`src/rtl/exu_commit_unit_pkg.sv`:
```
// Shared definitions for the EXU commit stage: trap cause codes, FSM states
// and the decoded-exception record passed from the priority encoder to the top.
package exu_commit_unit_pkg;

  localparam int XLEN_DEF    = 32;
  localparam int PC_SIZE_DEF = 32;

  localparam logic [3:0] CAUSE_MISALIGN = 4'd0;
  localparam logic [3:0] CAUSE_ILLEGAL  = 4'd2;
  localparam logic [3:0] CAUSE_EBREAK   = 4'd3;
  localparam logic [3:0] CAUSE_ECALL    = 4'd11;

  typedef enum logic [1:0] {
    CMT_RUN   = 2'd0,
    CMT_FLUSH = 2'd1,
    CMT_HALT  = 2'd2
  } cmt_state_e;

  typedef struct packed {
    logic       trap;
    logic       halt;
    logic [3:0] cause;
  } excp_t;

  function automatic logic is_misaligned(input logic [1:0] tgt_lsb);
    return tgt_lsb != 2'b00;
  endfunction

endpackage

```
`src/rtl/exu_commit_unit_if.sv`:
```
// Commit-side handshake from the ALU path plus the redirect handshake to the IFU.
interface exu_commit_unit_if #(
  parameter int PC_SIZE = 32
);
  logic               cmt_i_valid;
  logic               cmt_i_ready;
  logic [PC_SIZE-1:0] cmt_i_pc;
  logic [31:0]        cmt_i_instr;
  logic               cmt_i_illegal;
  logic               cmt_i_ecall;
  logic               cmt_i_ebreak;
  logic               cmt_i_br_taken;
  logic [PC_SIZE-1:0] cmt_i_br_tgt;
  logic               flush_o_valid;
  logic               flush_o_ready;
  logic [PC_SIZE-1:0] flush_o_pc;

  modport master (
    output cmt_i_valid, cmt_i_pc, cmt_i_instr, cmt_i_illegal, cmt_i_ecall,
           cmt_i_ebreak, cmt_i_br_taken, cmt_i_br_tgt, flush_o_ready,
    input  cmt_i_ready, flush_o_valid, flush_o_pc
  );

  modport slave (
    input  cmt_i_valid, cmt_i_pc, cmt_i_instr, cmt_i_illegal, cmt_i_ecall,
           cmt_i_ebreak, cmt_i_br_taken, cmt_i_br_tgt, flush_o_ready,
    output cmt_i_ready, flush_o_valid, flush_o_pc
  );
endinterface

```
`src/rtl/exu_cmt_excp_dec.sv`:
```
// Priority encoder for commit-time traps: illegal > ebreak > ecall > misaligned target.
module exu_cmt_excp_dec
  import exu_commit_unit_pkg::*;
#(
  parameter bit HALT_ON_EBREAK = 1'b1
) (
  input  logic       illegal,
  input  logic       ecall,
  input  logic       ebreak,
  input  logic       br_taken,
  input  logic [1:0] br_tgt_lsb,
  output excp_t      excp
);

  always_comb begin
    excp = '{trap: 1'b0, halt: 1'b0, cause: CAUSE_MISALIGN};
    if (illegal) begin
      excp.trap  = 1'b1;
      excp.cause = CAUSE_ILLEGAL;
    end else if (ebreak) begin
      excp.trap  = 1'b1;
      excp.halt  = HALT_ON_EBREAK;
      excp.cause = CAUSE_EBREAK;
    end else if (ecall) begin
      excp.trap  = 1'b1;
      excp.cause = CAUSE_ECALL;
    end else if (br_taken && is_misaligned(br_tgt_lsb)) begin
      excp.trap  = 1'b1;
      excp.cause = CAUSE_MISALIGN;
    end
  end

endmodule

```
`src/rtl/exu_commit_unit.sv`:
```
// Commit stage: retires completed instructions or turns them into traps, and
// issues a registered redirect to the IFU for taken branches and trap entry.
module exu_commit_unit
  import exu_commit_unit_pkg::*;
#(
  parameter int XLEN           = XLEN_DEF,
  parameter int PC_SIZE        = PC_SIZE_DEF,
  parameter int CNT_W          = 64,
  parameter bit HALT_ON_EBREAK = 1'b1
) (
  input  logic                clk,
  input  logic                rst,
  exu_commit_unit_if.slave    cmt_if,
  input  logic [XLEN-1:0]     mtvec_i,
  output logic                commit_trap,
  output logic [XLEN-1:0]     cmt_cause,
  output logic [PC_SIZE-1:0]  cmt_epc,
  output logic [CNT_W-1:0]    retire_cnt
);

  cmt_state_e         state_reg, state_next;
  logic [PC_SIZE-1:0] flush_pc_reg, flush_pc_next;
  logic [XLEN-1:0]    cause_reg, cause_next;
  logic [PC_SIZE-1:0] epc_reg, epc_next;
  logic               trap_reg, trap_next;
  logic [CNT_W-1:0]   cnt_reg, cnt_next;
  logic               accept;
  excp_t              excp;
  logic               unused_bits;

  exu_cmt_excp_dec #(
    .HALT_ON_EBREAK (HALT_ON_EBREAK)
  ) u_excp_dec (
    .illegal    (cmt_if.cmt_i_illegal),
    .ecall      (cmt_if.cmt_i_ecall),
    .ebreak     (cmt_if.cmt_i_ebreak),
    .br_taken   (cmt_if.cmt_i_br_taken),
    .br_tgt_lsb (cmt_if.cmt_i_br_tgt[1:0]),
    .excp       (excp)
  );

  // Ready is gated by reset itself so nothing is accepted while rst is held low.
  assign cmt_if.cmt_i_ready   = rst & (state_reg == CMT_RUN);
  assign accept               = cmt_if.cmt_i_valid & cmt_if.cmt_i_ready;
  assign cmt_if.flush_o_valid = (state_reg == CMT_FLUSH);
  assign cmt_if.flush_o_pc    = flush_pc_reg;

  assign commit_trap = trap_reg;
  assign cmt_cause   = cause_reg;
  assign cmt_epc     = epc_reg;
  assign retire_cnt  = cnt_reg;

  // The raw instruction word travels with the commit for debug visibility only.
  assign unused_bits = ^{cmt_if.cmt_i_instr, mtvec_i[1:0]};

  always_ff @(posedge clk or negedge rst) begin
    if (!rst) begin
      state_reg    <= CMT_RUN;
      flush_pc_reg <= '0;
      cause_reg    <= '0;
      epc_reg      <= '0;
      trap_reg     <= 1'b0;
      cnt_reg      <= '0;
    end else begin
      state_reg    <= state_next;
      flush_pc_reg <= flush_pc_next;
      cause_reg    <= cause_next;
      epc_reg      <= epc_next;
      trap_reg     <= trap_next;
      cnt_reg      <= cnt_next;
    end
  end

  always_comb begin
    state_next    = state_reg;
    flush_pc_next = flush_pc_reg;
    cause_next    = cause_reg;
    epc_next      = epc_reg;
    trap_next     = trap_reg;
    cnt_next      = cnt_reg;

    unique case (state_reg)
      CMT_RUN: begin
        if (accept) begin
          if (!excp.trap) begin
            cnt_next = cnt_reg + CNT_W'(1);
            if (cmt_if.cmt_i_br_taken) begin
              flush_pc_next = cmt_if.cmt_i_br_tgt;
              state_next    = CMT_FLUSH;
            end
          end else begin
            cause_next = XLEN'(excp.cause);
            epc_next   = cmt_if.cmt_i_pc;
            if (excp.halt) begin
              trap_next  = 1'b1;
              state_next = CMT_HALT;
            end else begin
              // Trap vector is always entered word-aligned (direct mode).
              flush_pc_next = {mtvec_i[PC_SIZE-1:2], 2'b00};
              state_next    = CMT_FLUSH;
            end
          end
        end
      end
      CMT_FLUSH: begin
        if (cmt_if.flush_o_ready) begin
          state_next = CMT_RUN;
        end
      end
      CMT_HALT: begin
        state_next = CMT_HALT;
      end
      default: begin
        state_next = CMT_RUN;
      end
    endcase
  end

endmodule

```
`src/flat_wrapper.sv`:
```
// flat-port wrapper written by rule: the top's interface ports become plain ports
module exu_commit_unit_flat import exu_commit_unit_pkg::*;
#(
  parameter int XLEN           = XLEN_DEF,
  parameter int PC_SIZE        = PC_SIZE_DEF,
  parameter int CNT_W          = 64,
  parameter bit HALT_ON_EBREAK = 1'b1
)
  (clk, rst, mtvec_i, commit_trap, cmt_cause, cmt_epc, retire_cnt, cmt_if_cmt_i_valid, cmt_if_cmt_i_pc, cmt_if_cmt_i_instr, cmt_if_cmt_i_illegal, cmt_if_cmt_i_ecall, cmt_if_cmt_i_ebreak, cmt_if_cmt_i_br_taken, cmt_if_cmt_i_br_tgt, cmt_if_flush_o_ready, cmt_if_cmt_i_ready, cmt_if_flush_o_valid, cmt_if_flush_o_pc);
  exu_commit_unit_if #(.PC_SIZE(PC_SIZE)) cmt_if_i ();
  input  logic clk;
  input  logic rst;
  input  logic [XLEN-1:0] mtvec_i;
  output logic commit_trap;
  output logic [XLEN-1:0] cmt_cause;
  output logic [PC_SIZE-1:0] cmt_epc;
  output logic [CNT_W-1:0] retire_cnt;
  input wire logic [$bits(cmt_if_i.cmt_i_valid)-1:0] cmt_if_cmt_i_valid;
  input wire logic [$bits(cmt_if_i.cmt_i_pc)-1:0] cmt_if_cmt_i_pc;
  input wire logic [$bits(cmt_if_i.cmt_i_instr)-1:0] cmt_if_cmt_i_instr;
  input wire logic [$bits(cmt_if_i.cmt_i_illegal)-1:0] cmt_if_cmt_i_illegal;
  input wire logic [$bits(cmt_if_i.cmt_i_ecall)-1:0] cmt_if_cmt_i_ecall;
  input wire logic [$bits(cmt_if_i.cmt_i_ebreak)-1:0] cmt_if_cmt_i_ebreak;
  input wire logic [$bits(cmt_if_i.cmt_i_br_taken)-1:0] cmt_if_cmt_i_br_taken;
  input wire logic [$bits(cmt_if_i.cmt_i_br_tgt)-1:0] cmt_if_cmt_i_br_tgt;
  input wire logic [$bits(cmt_if_i.flush_o_ready)-1:0] cmt_if_flush_o_ready;
  output wire logic [$bits(cmt_if_i.cmt_i_ready)-1:0] cmt_if_cmt_i_ready;
  output wire logic [$bits(cmt_if_i.flush_o_valid)-1:0] cmt_if_flush_o_valid;
  output wire logic [$bits(cmt_if_i.flush_o_pc)-1:0] cmt_if_flush_o_pc;
  assign cmt_if_i.cmt_i_valid = cmt_if_cmt_i_valid;
  assign cmt_if_i.cmt_i_pc = cmt_if_cmt_i_pc;
  assign cmt_if_i.cmt_i_instr = cmt_if_cmt_i_instr;
  assign cmt_if_i.cmt_i_illegal = cmt_if_cmt_i_illegal;
  assign cmt_if_i.cmt_i_ecall = cmt_if_cmt_i_ecall;
  assign cmt_if_i.cmt_i_ebreak = cmt_if_cmt_i_ebreak;
  assign cmt_if_i.cmt_i_br_taken = cmt_if_cmt_i_br_taken;
  assign cmt_if_i.cmt_i_br_tgt = cmt_if_cmt_i_br_tgt;
  assign cmt_if_i.flush_o_ready = cmt_if_flush_o_ready;
  assign cmt_if_cmt_i_ready = cmt_if_i.cmt_i_ready;
  assign cmt_if_flush_o_valid = cmt_if_i.flush_o_valid;
  assign cmt_if_flush_o_pc = cmt_if_i.flush_o_pc;
  exu_commit_unit #(.XLEN(XLEN), .PC_SIZE(PC_SIZE), .CNT_W(CNT_W), .HALT_ON_EBREAK(HALT_ON_EBREAK)) u_core (.clk(clk), .rst(rst), .cmt_if(cmt_if_i), .mtvec_i(mtvec_i), .commit_trap(commit_trap), .cmt_cause(cmt_cause), .cmt_epc(cmt_epc), .retire_cnt(retire_cnt));
endmodule
```
`config.mk`:
```
export PLATFORM = sky130hd
export DESIGN_NAME = exu_commit_unit_flat
export DESIGN_NICKNAME = d
export VERILOG_FILES = /design/src/rtl/exu_commit_unit_pkg.sv /design/src/rtl/exu_commit_unit_if.sv /design/src/rtl/exu_cmt_excp_dec.sv /design/src/rtl/exu_commit_unit.sv /design/src/flat_wrapper.sv
export SDC_FILE = /design/constraint.sdc
export NUM_CORES = 1
export LEC_CHECK = 0
export CORE_UTILIZATION = 42
export CTS_BUF_LIST = sky130_fd_sc_hd__clkbuf_2
export CTS_CLUSTER_SIZE = 25
export DETAILED_ROUTE_END_ITERATION = 8
export HOLD_SLACK_MARGIN = 0.12
export PLACE_DENSITY = 0.84
export SLEW_MARGIN = 0
export SYNTH_ARGS = -nofsm -noshare
export SYNTH_HDL_FRONTEND = slang
export SYNTH_SLANG_ARGS = --single-unit
```
`constraint.sdc`:
```
create_clock -name clk -period 2.3 [get_ports clk]
set_input_delay 0.46 -clock clk [delete_from_list [all_inputs] [get_ports clk]]
set_output_delay 0.46 -clock clk [all_outputs]
set_load 0.02 [all_outputs]
```
==> out/qor.csv <==
metric,value,unit
drt_drc_violations_left,0,
final_cell_mix,"157 x nand2_1, 155 x clkdlybuf4s50_1, 126 x dfrtp_1",
globalplace.congestion,0.919,
grt_use_met2,0.389,
fmax,455,MHz
ff2ff_setup_slack,0.1,ns
cp_slowest_cell,or4_4,
r2r-end,u_core.retire_cnt[56]$_DFFE_PN0P_,
die_area,15300,sq um
drt_wl_total,17.5,mm
area_growth,48.8,%
drive_above_1_share,0.116,
top_usage_layer,met2,
final_common_cell,nand2_1,
p_leak,4.78,nW
startpoint_type,flop,
synthesis.area,6240,sq um
crit_fanout,5,
timing.final.crit_share,0.957,
yosys_register_bits,134,
ys_seq_area_frac,0.538,
synth_cell_types,45,
worst_slew_pin_slew,0.731,ns
p_int,4.52,mW
hold_slack,0.262,ns
grt_pass1_vias,5384,
path_class,flop to flop,
critical_path.endpoint_type,flop,
grt_start_max_net_pins,58,
start_util,0.429,
cp-startpoint,u_core.retire_cnt[31]$_DFFE_PN0P_,
use_met3,0.0884,
period_needed,2.20,ns
hold_class,input port to flop,
synthArstFlopShare,1.00,
synth-edff-count,0,
ant_nets,0,
dr.pass1.iters,4,
clockPowerShare,0.168,
crit_path_cell_trace,"buf_4, nand4_4, or4_4, nor3_4, or4b_4, xnor2_1",
fin_nets,1036,
vias,5464,
p_per_area,765,nW/um^2
overflow,0,
port_buffers,235,
ys.warnings.count,0,
met1_usage,0.282,
antenna_found_initial,1,
p_comb_frac,0.384,
routed_via_density,4.98,
vdd_drop_max,0.000636,V
io_pins,299,
drtIter0Drc,348,
place_ws,-0.262,ns
cts_tree,done,
cap_violations,0,
fillCellCount,1195,
synthCells,620,
largest_reg_flops,64,
chipHeight,124,um
final_core_util,0.639,
core.rowCount,44,
dp_hpwl,13.3,mm
slew_headroom,0.513,
outcome,completed,
cts_max_level,4,
clk_pin_slew,0.19,ns
clockBufferDepth,2,
cts_inserted_buffers,17,
setup-violations-final,0,
power.share.switching,0.364,
core_area,14500,sq um
reg2reg_depth,6,
fin_skew,0.0353,ns
arrival,2.80,ns
finalMaxSlewViolations,0,
switchingPower,2.59,mW
cp.required,2.90,ns
wl_per_cell,16.0,um
fin_tns_setup,0,ns
power_frac_seq,0.448,
rr_startpoint,u_core.retire_cnt[31]$_DFFE_PN0P_,
clk_latency,0.70,ns
grt.total_usage,0.240,
hold_viol_final,0,
slowest_delay,0.62,ns
crit_end,u_core.retire_cnt[56]$_DFFE_PN0P_,
synth_ff_type,dfrtp_1,
dpl.cell_count,1062,
layout_setup_ws,0.0999,ns
grt_pass1_wl,27.4,mm
root_buffer,clkbuf_2,
die-width,124,um
syn_avg_cell_area,10.1,sq um
cts.sinks,134,
fin_cells,1097,
==> cells in the mapped netlist (all sizes together) (2+ instances only) <==
master,count,share of area
inv,9,0.0054
nor2,23,0.014
nor3,13,0.012
or4,2,0.0030
buf,33,0.038
nor4,16,0.018
xor2,27,0.038
and4,7,0.010
nand2,158,0.095
and3,9,0.0094
xnor2,36,0.051
mux2i,30,0.048
dfrtp,134,0.54
nor4bb,2,0.0032
o21ai,34,0.027
nand4,28,0.035
and2,5,0.0054
nand3,24,0.019
clkbuf,14,0.0084
or3,2,0.0020
==> how the worst min path moves through the flow <==
stage / start / cells after the start / slack [ns] / end
2_1_floorplan: rst / 0 / 0.16 / u_core.cmt_cause[0]$_DFFE_PN0P_
3_3_place_gp: u_core.commit_trap$_DFFE_PN0P_ / 1 / 0.45 / u_core.commit_trap$_DFFE_PN0P_
3_5_place_dp: u_core.cmt_epc[10]$_DFFE_PN0P_ / 2 / 0.46 / u_core.cmt_epc[10]$_DFFE_PN0P_
4_1_cts: cmt_if_cmt_i_pc[30] / 3 / 0.18 / u_core.cmt_epc[30]$_DFFE_PN0P_
5_1_grt: cmt_if_cmt_i_pc[3] / 3 / 0.17 / u_core.cmt_epc[3]$_DFFE_PN0P_
6_report: cmt_if_cmt_i_pc[31] / 3 / 0.26 / u_core.cmt_epc[31]$_DFFE_PN0P_
==> cell families (layout without fill, tap and decap cells) <==
logic type | count (synthesis) | in the layout | synth area share
muxes | 31 | 31 | 0.0499
xor gates and xnor gates | 63 | 63 | 0.0884
buffers and inverters | 56 | 319 | 0.0519
DFF | 134 | 134 | 0.538
AOI/OAI and AO/OA | 37 | 37 | 0.0307
and+or+nand+nor | 297 | 297 | 0.239
adders and majority gates | 1 | 1 | 0.00201
other | 1 | 31 | 0.000601
==> routing by layer <==
metal  wire length [um]  part of all wire  up-vias
met5                  0                 0        -
met4                469             0.027        0
met3               1610             0.092       30
met2               8620              0.49      231
met1               6840              0.39     2597
li1                   -                 -     2606
==> what timing repair did <==
action                     in CTS  in global routing
setup buffers                   1                  0
hold buffers                    1                  0
setup endpoints to repair      53                 31
hold endpoints to repair       77                  0
resized for setup              61                 33
==> per-stage QoR <==
| stage | area, sq um | power, mW |
|---|---|---|
| floorplan | 6340 | 4.44 |
| global placement | 9050 | 5.92 |
| detailed placement | 9050 | 5.99 |
| CTS | 9190 | 7.21 |
| global route | 9280 | 7.54 |
| finish | 9290 | 7.10 |
==> power by group through the flow <==
| stage | clock [mW] | sequential, mW | combinational [mW] |
|---|---|---|---|
| floorplan | 0 | 3.84 | 0.594 |
| global placement | 0 | 3.20 | 2.72 |
| detailed placement | 0 | 3.22 | 2.77 |
| CTS | 1.24 | 3.18 | 2.78 |
| global route | 1.35 | 3.25 | 2.94 |
| finish | 1.20 | 3.18 | 2.73 |
==> worst max-delay path, delay by kind of cell, from the launching register on <==
kind	cells	cell delay [ns]
XOR/XNOR	1	0.14
buffers and inverters	1	0.12
flip-flops	1	0.40
AND/OR/NAND/NOR	4	1.43
==> layout make-up <==
class | instances | area (sq um) | share of cell area
Sequential cell | 134 | 3360 | 0.362
Timing Repair Buffer | 279 | 2760 | 0.297
Multi-Input combinational cell | 458 | 2710 | 0.292
Tap cell | 184 | 230 | 0.0248
Clock inverter | 13 | 91.3 | 0.00984
Clock buffer | 18 | 90.1 | 0.00970
Inverter | 9 | 33.8 | 0.00364
Antenna cell | 2 | 5.00 | 0.000539
No activity file was read; power rests on OpenSTA's default activity.
